## src/rtl/quiz_pkg.sv

```systemverilog
// Shared types and helpers for the quiz countdown controller.
package quiz_pkg;

   typedef enum logic [2:0] {
      IDLE    = 3'd0,
      RUN     = 3'd1,
      LOCK    = 3'd2,
      TIMEOUT = 3'd3,
      FOUL    = 3'd4
   } quiz_state_t;

   localparam int DEF_MAX_COUNT = 999;

   // Lowest index wins when several contestants buzz in the same cycle.
   function automatic logic [1:0] lowest_set(input logic [3:0] v);
      if (v[0])      return 2'd0;
      else if (v[1]) return 2'd1;
      else if (v[2]) return 2'd2;
      else           return 2'd3;
   endfunction

endpackage

```

## src/rtl/sync_edge.sv

```systemverilog
// Two-flop synchronizer followed by a rising-edge detector, one pulse per press.
module sync_edge #(
   parameter int W = 1
) (
   input  logic         clk_50M,
   input  logic         rst_n,
   input  logic [W-1:0] din,
   output logic [W-1:0] pulse
);

   logic [W-1:0] meta;
   logic [W-1:0] sync;
   logic [W-1:0] prev;

   // NOTE: non-blocking assignments make the three stages shift one per edge;
   // blocking ones would collapse them into a single flop.
   always_ff @(posedge clk_50M) begin
      if (!rst_n) begin
         meta <= '0;
         sync <= '0;
         prev <= '0;
      end else begin
         meta <= din;
         sync <= meta;
         prev <= sync;
      end
   end

   assign pulse = sync & ~prev;

endmodule

```

## src/rtl/quiz_countdown_ctrl.sv

```systemverilog
// Quiz-buzzer countdown FSM: tick divider, count register and buzzer arbitration.
module quiz_countdown_ctrl
   import quiz_pkg::*;
#(
   parameter int unsigned TICK_DIV  = 50_000_000,
   parameter int unsigned MAX_COUNT = DEF_MAX_COUNT
) (
   input  logic       clk_50M,
   input  logic       rst_n,
   input  logic       start_btn,
   input  logic       clear_btn,
   input  logic [3:0] buzz,
   input  logic [9:0] preset,
   output logic [9:0] DataOut,
   output logic       ErrorFlag,
   output logic [1:0] winner,
   output logic       winner_valid,
   output logic       timeout
);

   localparam int unsigned      CNT_W     = $clog2(TICK_DIV);
   localparam logic [CNT_W-1:0] TICK_LAST = CNT_W'(TICK_DIV - 1);
   localparam logic [9:0]       MAX_V     = 10'(MAX_COUNT);

   logic             start_p;
   logic             clear_p;
   logic [3:0]       buzz_p;
   logic [9:0]       eff_preset;
   logic [CNT_W-1:0] tick_cnt;
   logic             tick;
   quiz_state_t      state;

   sync_edge #(.W(1)) u_start (.clk_50M(clk_50M), .rst_n(rst_n), .din(start_btn), .pulse(start_p));
   sync_edge #(.W(1)) u_clear (.clk_50M(clk_50M), .rst_n(rst_n), .din(clear_btn), .pulse(clear_p));
   sync_edge #(.W(4)) u_buzz  (.clk_50M(clk_50M), .rst_n(rst_n), .din(buzz),      .pulse(buzz_p));

   assign eff_preset = (preset > MAX_V) ? MAX_V : preset;
   assign tick       = (tick_cnt == TICK_LAST);

   // NOTE: every output is a flop reset on the same edge as the state, so the
   // scan driver never sees a combinational glitch or a stale value after reset.
   always_ff @(posedge clk_50M) begin
      if (!rst_n) begin
         state        <= IDLE;
         DataOut      <= '0;
         ErrorFlag    <= 1'b0;
         winner       <= 2'd0;
         winner_valid <= 1'b0;
         timeout      <= 1'b0;
         tick_cnt     <= '0;
      end else begin
         case (state)
            IDLE: begin
               DataOut  <= eff_preset;
               tick_cnt <= '0;
               if (!clear_p) begin
                  if (|buzz_p) begin
                     state        <= FOUL;
                     ErrorFlag    <= 1'b1;
                     winner       <= lowest_set(buzz_p);
                     winner_valid <= 1'b1;
                  end else if (start_p) begin
                     state <= RUN;
                  end
               end
            end

            RUN: begin
               if (clear_p) begin
                  state    <= IDLE;
                  DataOut  <= eff_preset;
                  tick_cnt <= '0;
               end else if (|buzz_p) begin
                  // Freeze the count even if a tick lands on this edge.
                  state        <= LOCK;
                  winner       <= lowest_set(buzz_p);
                  winner_valid <= 1'b1;
                  tick_cnt     <= '0;
               end else if (DataOut == 10'd0) begin
                  state    <= TIMEOUT;
                  timeout  <= 1'b1;
                  tick_cnt <= '0;
               end else if (tick) begin
                  tick_cnt <= '0;
                  if (DataOut > 10'd1) begin
                     DataOut <= DataOut - 10'd1;
                  end else begin
                     DataOut <= 10'd0;
                     state   <= TIMEOUT;
                     timeout <= 1'b1;
                  end
               end else begin
                  tick_cnt <= tick_cnt + CNT_W'(1);
               end
            end

            LOCK, TIMEOUT, FOUL: begin
               tick_cnt <= '0;
               if (clear_p) begin
                  state        <= IDLE;
                  DataOut      <= eff_preset;
                  ErrorFlag    <= 1'b0;
                  winner       <= 2'd0;
                  winner_valid <= 1'b0;
                  timeout      <= 1'b0;
               end
            end

            default: begin
               state    <= IDLE;
               tick_cnt <= '0;
            end
         endcase
      end
   end

endmodule

```

## config.mk

```make
export PLATFORM = sky130hd
export DESIGN_NAME = quiz_countdown_ctrl
export DESIGN_NICKNAME = d
export VERILOG_FILES = /design/src/rtl/quiz_pkg.sv /design/src/rtl/sync_edge.sv /design/src/rtl/quiz_countdown_ctrl.sv
export SDC_FILE = /design/constraint.sdc
export NUM_CORES = 1
export LEC_CHECK = 0
export CAP_MARGIN = 20
export CORE_ASPECT_RATIO = 1.2
export CORE_MARGIN = 2
export CORE_UTILIZATION = 58
export CTS_BUF_LIST = sky130_fd_sc_hd__clkbuf_4 sky130_fd_sc_hd__clkbuf_8
export CTS_CLUSTER_SIZE = 14
export DETAILED_ROUTE_END_ITERATION = 10
export PLACE_DENSITY = 0.82
export SLEW_MARGIN = 20
export SYNTH_ARGS = -nofsm -noshare
export SYNTH_HDL_FRONTEND = slang
export SYNTH_SLANG_ARGS = --single-unit
```

## constraint.sdc

```tcl
create_clock -name clk_50M -period 2.6 [get_ports clk_50M]
set_clock_uncertainty 0.05 [all_clocks]
set_input_delay 0.39 -clock clk_50M [delete_from_list [all_inputs] [get_ports clk_50M]]
set_output_delay 0.39 -clock clk_50M [all_outputs]
set_load 0.01 [all_outputs]
```

==> results of run 1 <==
-- synthesized netlist by cell type (6+ instances only) --
library cell and count:
a21oi_1 8, and2_1 17, clkbuf_1 9, dfxtp_1 62, inv_1 8, nand2_1 18
nand2b_1 9, nand3_1 17, nor2_1 55, nor2b_1 6, nor3_1 12, o21ai_0 16
xnor2_1 15, xor2_1 14
-- routing by layer --
| metal | GRT usage | wire length [um] | vias to the layer above |
|---|---|---|---|
| met2 | 0.4495 | 3259 | 61 |
| met1 | 0.2855 | 2527 | 1163 |
| li1 | - | - | 1243 |
| met3 | 0.06233 | 278 | 15 |
| met4 | 0.09400 | 106 | 0 |
| met5 | 0 | 0 | - |
-- kinds of logic after synthesis --
logic type	synth area share
adders and majority gates	0.01315
and+or+nand+nor	0.3155
xor gates and xnor gates	0.08896
muxes	0.003506
AOI/OAI and AO/OA	0.1113
buffers and inverters	0.03286
DFF	0.4347
-- worst paths after layout --
path                                                   to  slack, ps
worst min register to register  u_buzz.sync[0]$_SDFF_PN0_        380
worst min-delay path            u_buzz.sync[0]$_SDFF_PN0_        380
worst max register to register    DataOut[2]$_SDFFE_PN0P_        160
worst max-delay path              DataOut[2]$_SDFFE_PN0P_        160
-- state kept, by name, summed over array words and instances, names as in the netlist, 2 cells and up --
register / count
u_buzz.prev: 4
state: 3
u_buzz.meta: 4
DataOut: 10
u_buzz.sync: 4
winner: 2
tick_cnt: 26
-- where the power goes --
| group | leakage, uW | switching, uW | internal, uW |
|---|---|---|---|
| clock | 0.000124 | 403 | 642 |
| sequential | 0.000506 | 162 | 1080 |
| combinational | 0.000681 | 677 | 696 |
-- per-stage QoR --
stage	hold WS [ps]	setup slack (ps)	total power (uW)	utilization
after floorplan	360.4	169.7	2049	-
after global placement	364.6	73.75	2474	0.7139
after detailed placement	369.5	28.28	2510	0.7139
after CTS	387.6	7.109	3564	0.7665
after global routing	386.9	68.05	3876	0.7751
final	382.0	162.7	3658	0.7751
-- critical path, delay by kind of cell, from the launching register on --
kind | cells | cell delay, ps
adders and majority gates | 1 | 190
buffers and inverters | 3 | 380
DFF | 1 | 320
AOI/OAI and AO/OA | 2 | 200
and+or+nand+nor | 4 | 1230
-- what timing repair did --
| item | in CTS | in global routing |
|---|---|---|
| resized for setup | 0 | 1 |
| setup buffers | 0 | 3 |
| hold buffers | 0 | 0 |
| endpoints found under the setup margin | 0 | 9 |
-- layout make-up --
| cell class | instances | area, sq um |
|---|---|---|
| flip-flops and latches | 62 | 1241 |
| clock inverters | 7 | 121.4 |
| clock buffers | 9 | 123.9 |
| fillers | 344 | 1049 |
| inverters | 9 | 33.78 |
| multi-input cells | 248 | 1525 |
| well taps | 58 | 72.57 |
| repair buffers | 52 | 495.5 |
==> results.json, run 1 <==
{
  "rsz0062_at_grt": "false",
  "synthArstFlopShare": 0,
  "fmax_mhz": 410.3,
  "clk_pin_slew_ps": 80,
  "endpoint_kind": "flip-flop",
  "ys_ff_latch": 62,
  "postPlaceCellArea_sq_mm": 0.003328,
  "synth-edff-count": 0,
  "hold_viol": 0,
  "gp_congestion": 0.8433,
  "p_leak_uw": 0.001311,
  "slowest_delay_ps": 630,
  "ir_drop_mv": 0.5263,
  "synthTopCellsByArea": "dfxtp_1, nor2_1, xnor2_1",
  "dieArea_sq_mm": 0.005503,
  "timing.rr.start": "DataOut[1]$_SDFFE_PN0P_",
  "start_util": 0.6125,
  "coreArea_sq_mm": 0.004662,
  "path_cells": "inv_1 -> ha_1 -> or4b_2 -> nor3_2 -> nand4bb_4 -> a21oi_4 -> buf_12 -> buf_4 -> nand2b_1 -> a21oi_2",
  "place_hpwl_um": 4216,
  "ys_types": 50,
  "grt-ovfl-total": 0,
  "die_h_um": 80.86,
  "final_cell_mix": "dfxtp_1, nor2_1, clkdlybuf4s50_1",
  "finalSetupViolations": 0,
  "avgSynthCellArea_sq_um": 8.600,
  "area_growth_pct": 26.56,
  "grt_max_degree": 27,
  "status": "completed",
  "clkSinkCount": 62,
  "routed_wl_um": 6171,
  "ios": 33,
  "layout_min_cycle_time_ps": 2437,
  "diodes": 0,
  "drc_errors": 0,
  "start_kind": "flip-flop",
  "first_pass_iters": 4,
  "die_w_um": 68.05,
  "synthCells": 332,
  "h-tree-depth": 3,
  "cts_buffer_depth": 2,
  "clock_latency_ps": 340,
  "cts_buffers": 9,
  "layout.cells.non_filler": 445,
  "numPortBuffers": 32,
  "cts_tree": "built",
  "cp.arrival_ps": 2660,
  "netlist_area_sq_mm": 0.002855,
  "antenna_found_initial": 0,
  "synth_top_area_frac": 0.4347,
  "crit_fanout": 16,
  "timing.final.crit_share": 0.9374,
  "drt_iter0_markers": 229,
  "synth_nets": 353,
  "antenna_left": 0,
  "hold_path.class": "flip-flop to flip-flop",
  "crit_type": "flip-flop to flip-flop",
  "setup_tns_ps": 0,
  "final_nets": 403,
  "crit_path_top_delay_cell": "or4b_2",
  "yosys.area.top_type": "dfxtp_1",
  "dp_cells": 426,
  "hold_start": "u_buzz.meta[0]$_SDFF_PN0_",
  "seq_area_frac_synth": 0.4347,
  "tightest_slew_ps": 650.5,
  "final_common_cell": "dfxtp_1",
  "drt-wirelength-per-cell_um": 13.87,
  "p_per_area_mw_per_mm2": 1012,
  "layout-drive-gt1-share": 0.1266,
  "critPathRequiredTime_ps": 2820,
  "viasPerCell": 5.578,
  "min_path_cells": 1,
  "cp-startpoint": "DataOut[1]$_SDFFE_PN0P_",
  "drv_slew": 0,
  "grt_use_total": 0.2525,
  "ctsRootBufferMaster": "clkbuf_8",
  "vias": 2482,
  "design_area_sq_mm": 0.003613,
  "num_rows": 27,
  "reg2reg_depth": 10,
  "relSlewSlack": 0.5626,
  "ys.flop_type": "dfxtp_1",
  "grt_pass1_wl_um": 10550,
  "cap_violations": 0,
  "grt_pass1_vias": 2388,
  "synth.yosys.warnings": 0
}
(Power assumes the default switching activity.)
==> run 2: changes to the inputs <==
- CORE_MARGIN: 2 -> 5
==> run 2 against run 1 <==
  * Design area is 1.6% lower
  * Highest routed layer unchanged
  * Critical endpoint is now DataOut[3]$_SDFFE_PN0P_
  * First-iteration DRC count is 15% lower
  * Die area is 17% higher
  * Non-clock buffer count is 3 lower
  * Count of clock-buffer cells in the layout is 1 higher
  * Worst setup slack worse by 11 ps
  * Register-to-register slack hardly changed
  * Sequential share of layout area is 0.56 points higher
  * Combinational power hardly changed
  * Utilization is 4.5 points lower
  * Largest cell class unchanged
  * Largest power group unchanged
==> results.json, run 2 (synthesis results as in run 1) <==
{
  "design_area_sq_mm": 0.003556,
  "grt-ovfl-total": 0,
  "crit_fanout": 13,
  "ios": 33,
  "cts_buffer_depth": 2,
  "drt_iter0_markers": 195,
  "grt_pass1_wl_um": 10490,
  "cts_tree": "built",
  "cts_buffers": 9,
  "path_cells": "or4_1 -> or4_1 -> nand4bb_4 -> a21oi_4 -> buf_12 -> nor2_1 -> a211oi_1",
  "viasPerCell": 5.480,
  "rsz0062_at_grt": "false",
  "largest_registers": "tick_cnt (26), DataOut (10)",
  "final_util": 0.7302,
  "slowest_delay_ps": 530,
  "antenna_left": 0,
  "hold_viol": 0,
  "holdWs_ps": 374.9,
  "wl_met3_um": 277,
  "top_register": "tick_cnt",
  "ctsHoldBuffers": 0,
  "layout_min_cycle_time_ps": 2449,
  "finalSetupViolations": 0,
  "die_w_um": 74.05,
  "drv_slew": 0,
  "grt_max_degree": 27,
  "p_leak_uw": 0.001269,
  "crit_path_top_delay_cell": "or4_1",
  "place_hpwl_um": 4322,
  "postPlaceCellArea_sq_mm": 0.003316,
  "hold_start": "u_buzz.meta[0]$_SDFF_PN0_",
  "grt_pass1_vias": 2390,
  "final_nets": 400,
  "dr.max_layer_used": "met4",
  "numPortBuffers": 32,
  "hold_path.class": "flip-flop to flip-flop",
  "crit_path_frequent_cell": "or4_1",
  "tightest_slew_ps": 627.1,
  "drc_errors": 0,
  "hold_end": "u_buzz.sync[0]$_SDFF_PN0_",
  "cp.arrival_ps": 2660,
  "num_rows": 28,
  "grt_use_total": 0.2140,
  "first_pass_iters": 4,
  "diodes": 0,
  "area_growth_pct": 24.54,
  "r2r_end": "DataOut[3]$_SDFFE_PN0P_",
  "ir_drop_mv": 0.5488,
  "gp_congestion": 0.8399,
  "critPathRequiredTime_ps": 2810,
  "dieArea_sq_mm": 0.006432,
  "wl_met2_um": 3409,
  "timing.rr.start": "tick_cnt[11]$_SDFF_PP0_",
  "drt-wirelength-per-cell_um": 14.24,
  "die_h_um": 86.86,
  "final_cell_mix": "dfxtp_1, nor2_1, clkdlybuf4s50_1",
  "endpoint_kind": "flip-flop",
  "clkSinkCount": 62,
  "p_per_area_mw_per_mm2": 973.7,
  "timing.final.crit_share": 0.9418,
  "fmax_mhz": 408.4,
  "antenna_found_initial": 0,
  "start_util": 0.5863,
  "largest_reg_flops": 26,
  "vias": 2433,
  "h-tree-depth": 3,
  "clock_latency_ps": 350,
  "ctsRootBufferMaster": "clkbuf_8",
  "min_path_cells": 1,
  "relSlewSlack": 0.5784,
  "status": "completed",
  "routed_wl_um": 6324,
  "cap_violations": 0,
  "final_common_cell": "dfxtp_1",
  "crit_type": "flip-flop to flip-flop",
  "coreArea_sq_mm": 0.004870,
  "layout-drive-gt1-share": 0.1198,
  "setup_tns_ps": 0,
  "wl_met1_um": 2505,
  "reg2reg_slack_ps": 150,
  "power.total_uw": 3463,
  "reg2reg_depth": 7,
  "clk_pin_slew_ps": 70,
  "start_kind": "flip-flop"
}
[run 2: repair_timing]
item                                    in CTS  in global routing
endpoints found under the setup margin       1                  8
gates resized for setup                      0                  1
buffers inserted                             0                  2
pin swaps                                    1                  1
[run 2: metrics by stage]
stage | setup slack [ps] | cells
CTS | 11.02 | 442
detailed placement | 2.429 | 426
floorplan | 169.7 | 332
global route | 6.950 | 444
global placement | 84.75 | 426
finish | 151.4 | 444
[run 2: layout make-up]
type | instances | area (sq um)
flip-flops and latches | 62 | 1241
multi-input cells | 248 | 1525
well taps | 60 | 75.07
fillers | 367 | 1314
repair buffers | 49 | 473.0
inverters | 9 | 33.78
clock buffers | 10 | 137.6
clock inverters | 6 | 70.07
[run 2: where the power goes]
part / internal, uW / switching (uW) / leakage [uW]
clock network: 473 / 402 / 0.0000951
logic: 666 / 677 / 0.000668
registers: 1080 / 167 / 0.000506
total: 2220 / 1250 / 0.00127
[run 2: worst max path at each step]
stage | start | to | slack, ps | cells after the start
floorplan | DataOut[0]$_SDFFE_PN0P_ | DataOut[5]$_SDFFE_PN0P_ | 170 | 8
global placement | tick_cnt[18]$_SDFF_PP0_ | DataOut[5]$_SDFFE_PN0P_ | 80 | 6
detailed placement | tick_cnt[18]$_SDFF_PP0_ | DataOut[5]$_SDFFE_PN0P_ | 2 | 6
CTS | tick_cnt[11]$_SDFF_PP0_ | DataOut[5]$_SDFFE_PN0P_ | 10 | 6
global route | tick_cnt[11]$_SDFF_PP0_ | DataOut[3]$_SDFFE_PN0P_ | 7 | 7
finish | tick_cnt[11]$_SDFF_PP0_ | DataOut[3]$_SDFFE_PN0P_ | 150 | 7
[run 2: critical path: cells and delay by family, from the launching register on]
| kind | cells | cell delay [ps] |
|---|---|---|
| compound gates | 2 | 480 |
| buf+inv | 1 | 170 |
| flops | 1 | 350 |
| simple gates | 4 | 1300 |
[run 2: layer usage]
metal | vias to the layer above | track usage
li1 | 1236 | -
met5 | - | 0
met2 | 56 | 0.3839
met3 | 15 | 0.07044
met1 | 1126 | 0.2261
met4 | 0 | 0.08567
==> run 3: changes to the inputs <==
- SYNTH_HIERARCHICAL: default -> 1
==> run 3 against run 2 <==
  * Non-clock buffer count shrank 6
  * Via count grew 6.1%
  * Combinational power is essentially flat
  * First-iteration DRC count grew 9.2%
  * Critical path depth is the same
  * Sequential share of layout area shrank 0.41 points
  * Global-route usage shrank 0.40 points
  * Clock power grew 13%
  * Hold slack gained 4.4 ps
  * Critical endpoint is now DataOut[6]$_SDFFE_PN0P_
==> results.json, run 3 <==
{
  "status": "completed",
  "p_int_uw": 2350,
  "netlist_area_sq_mm": 0.002960,
  "h-tree-depth": 3,
  "gr-max-usage-layer": "met2",
  "ir_drop_mv": 0.4096,
  "die_w_um": 75.22,
  "antenna_left": 0,
  "synth_top_area_frac": 0.4193,
  "timing.final.crit_share": 0.9386,
  "comb_power_share": 0.372,
  "ios": 33,
  "drv_slew": 0,
  "endpoint_kind": "flip-flop",
  "grt_pass1_wl_um": 10650,
  "synthCells": 335,
  "area_growth_pct": 21.56,
  "grt_use_total": 0.2100,
  "pwr-share-seq": 0.351,
  "ctsRootBufferMaster": "clkbuf_8",
  "layout-drive-gt1-share": 0.1395,
  "ys_ff_latch": 62,
  "drc_errors": 0,
  "synthArstFlopShare": 0,
  "hold_viol": 0,
  "gp_congestion": 0.9184,
  "cap_violations": 0,
  "vias": 2581,
  "crit_type": "flip-flop to flip-flop",
  "largest_registers": "tick_cnt (26), DataOut (10)",
  "yosys.area.top_type": "dfxtp_1",
  "drt_iter0_markers": 213,
  "dp_cells": 424,
  "finalSetupViolations": 0,
  "num_rows": 28,
  "start_util": 0.5993,
  "fill_cells": 377,
  "numPortBuffers": 32,
  "layout_min_cycle_time_ps": 2440,
  "final_cell_mix": "dfxtp_1, nor2_1, clkdlybuf4s50_1",
  "synth.yosys.warnings": 6,
  "tightest_slew_ps": 598.3,
  "cts_setup_buffers": 0,
  "dieArea_sq_mm": 0.006638,
  "power.switching_uw": 1211,
  "cts_buffers": 9,
  "antenna_found_initial": 0,
  "yosysMostFrequentCell": "dfxtp_1",
  "largest_reg_flops": 26,
  "first_pass_iters": 5,
  "ys_types": 57,
  "synthTopCellsByArea": "dfxtp_1, nor2_1, xor2_1",
  "clkSinkCount": 62,
  "grt_pass1_vias": 2384,
  "routed_wl_um": 6533,
  "post_cts_resized": 0,
  "final_common_cell": "dfxtp_1",
  "coreArea_sq_mm": 0.004940,
  "clock_latency_ps": 340,
  "final_util": 0.7285,
  "top_register": "tick_cnt",
  "rsz0062_at_grt": "false",
  "synth_common_cells": "dfxtp_1, nor2_1, nand2_1, a21oi_1, xor2_1",
  "cts_buffer_depth": 2,
  "seq_area_sq_mm": 0.001241,
  "grtUsageMet1": 0.2435,
  "cts_tree": "built",
  "setup_ws_ps": 159.7,
  "start_kind": "flip-flop",
  "holdWs_ps": 379.4,
  "clk_pin_slew_ps": 60,
  "seq_area_frac_synth": 0.4193,
  "hold_path.class": "flip-flop to flip-flop",
  "use_met3": 0.04432,
  "relSlewSlack": 0.5969,
  "viasPerCell": 5.866,
  "drt-wirelength-per-cell_um": 14.85,
  "synth-edff-count": 0,
  "layout.cells.non_filler": 440,
  "critPathRequiredTime_ps": 2790,
  "pre_cts_ws_ps": 213.2,
  "avgSynthCellArea_sq_um": 8.837,
  "fmax_mhz": 409.8,
  "crit_fanout": 7,
  "p_leak_uw": 0.001337,
  "grt_max_degree": 33,
  "setup_tns_ps": 0,
  "p_clk_frac": 0.277,
  "place_hpwl_um": 4575,
  "final_nets": 396,
  "synth_nets": 356,
  "cp.arrival_ps": 2630,
  "diodes": 0,
  "multi_input_area_sq_mm": 0.001597,
  "die_h_um": 88.26,
  "p_per_area_mw_per_mm2": 989.7,
  "swShare": 0.3400,
  "ys.flop_type": "dfxtp_1",
  "ctsHoldBuffers": 0,
  "grt_use_met2": 0.3566,
  "grt-ovfl-total": 0
}
[run 3: changes by cell type after synthesis, sizes merged, moves of 4 or more]
cell,delta
nand4,+8
mux2i,+4
o221ai,+4
a21oi,+7
nor2,-11
o22ai,+4
nor3,-4
xnor2,-4
a211oi,-5
a22oi,-5
nand3,-7
nand2b,-9
[run 3: per-stage QoR]
step,total power [uW],cell area (sq um)
final,3561,3598
after global routing,3768,3598
after detailed placement,2561,3361
after global placement,2529,3361
after floorplan,2121,2960
after CTS,3555,3598
[run 3: path summary, 6_finish.rpt]
path / cells after the start / slack [ps] / end / start
worst min-delay path: 1 / 380 / u_clear/sync$_SDFF_PN0_ / u_clear/meta$_SDFF_PN0_
worst min register to register: 1 / 380 / u_clear/sync$_SDFF_PN0_ / u_clear/meta$_SDFF_PN0_
worst max register to register: 7 / 160 / DataOut[6]$_SDFFE_PN0P_ / DataOut[1]$_SDFFE_PN0P_
worst max-delay path: 7 / 160 / DataOut[6]$_SDFFE_PN0P_ / DataOut[1]$_SDFFE_PN0P_
[run 3: logic make-up after synthesis]
group	synth area share
AO/OA/AOI/OAI	0.1319
XOR/XNOR	0.07988
adder cells (fa/ha/maj)	0.01268
buffers and inverters	0.04142
flip-flops	0.4193
multiplexers	0.02071
AND/OR/NAND/NOR	0.2942
[run 3: critical path, cell delays in order (launching register included)]
cell      delay [ps]
dfxtp_1          370
inv_1            110
ha_1             240
or4b_4           540
nor3_4           280
or4_1            310
nand2_1          150
a221oi_1         290
[run 3: final cells by class]
cell class	count	share of cell area
clock buffers	13	0.04798
multi-input cells	247	0.4437
flip-flops and latches	62	0.3449
clock inverters	3	0.01808
well taps	60	0.02086
repair buffers	43	0.1120
inverters	12	0.01252
[run 3: power by group through the flow]
stage / Sequential [uW] / Combinational, uW / Clock, uW
after floorplan: 1240 / 881 / 0
after global placement: 1260 / 1270 / 0
after detailed placement: 1260 / 1300 / 0
after CTS: 1240 / 1310 / 998
after global routing: 1270 / 1440 / 1060
final: 1250 / 1320 / 988
[run 3: per-layer routing]
metal  vias up  part of all wire
met1      1193              0.42
met4         0             0.037
met3        24             0.052
li1       1269                 -
met2        95              0.49
met5         -                 0
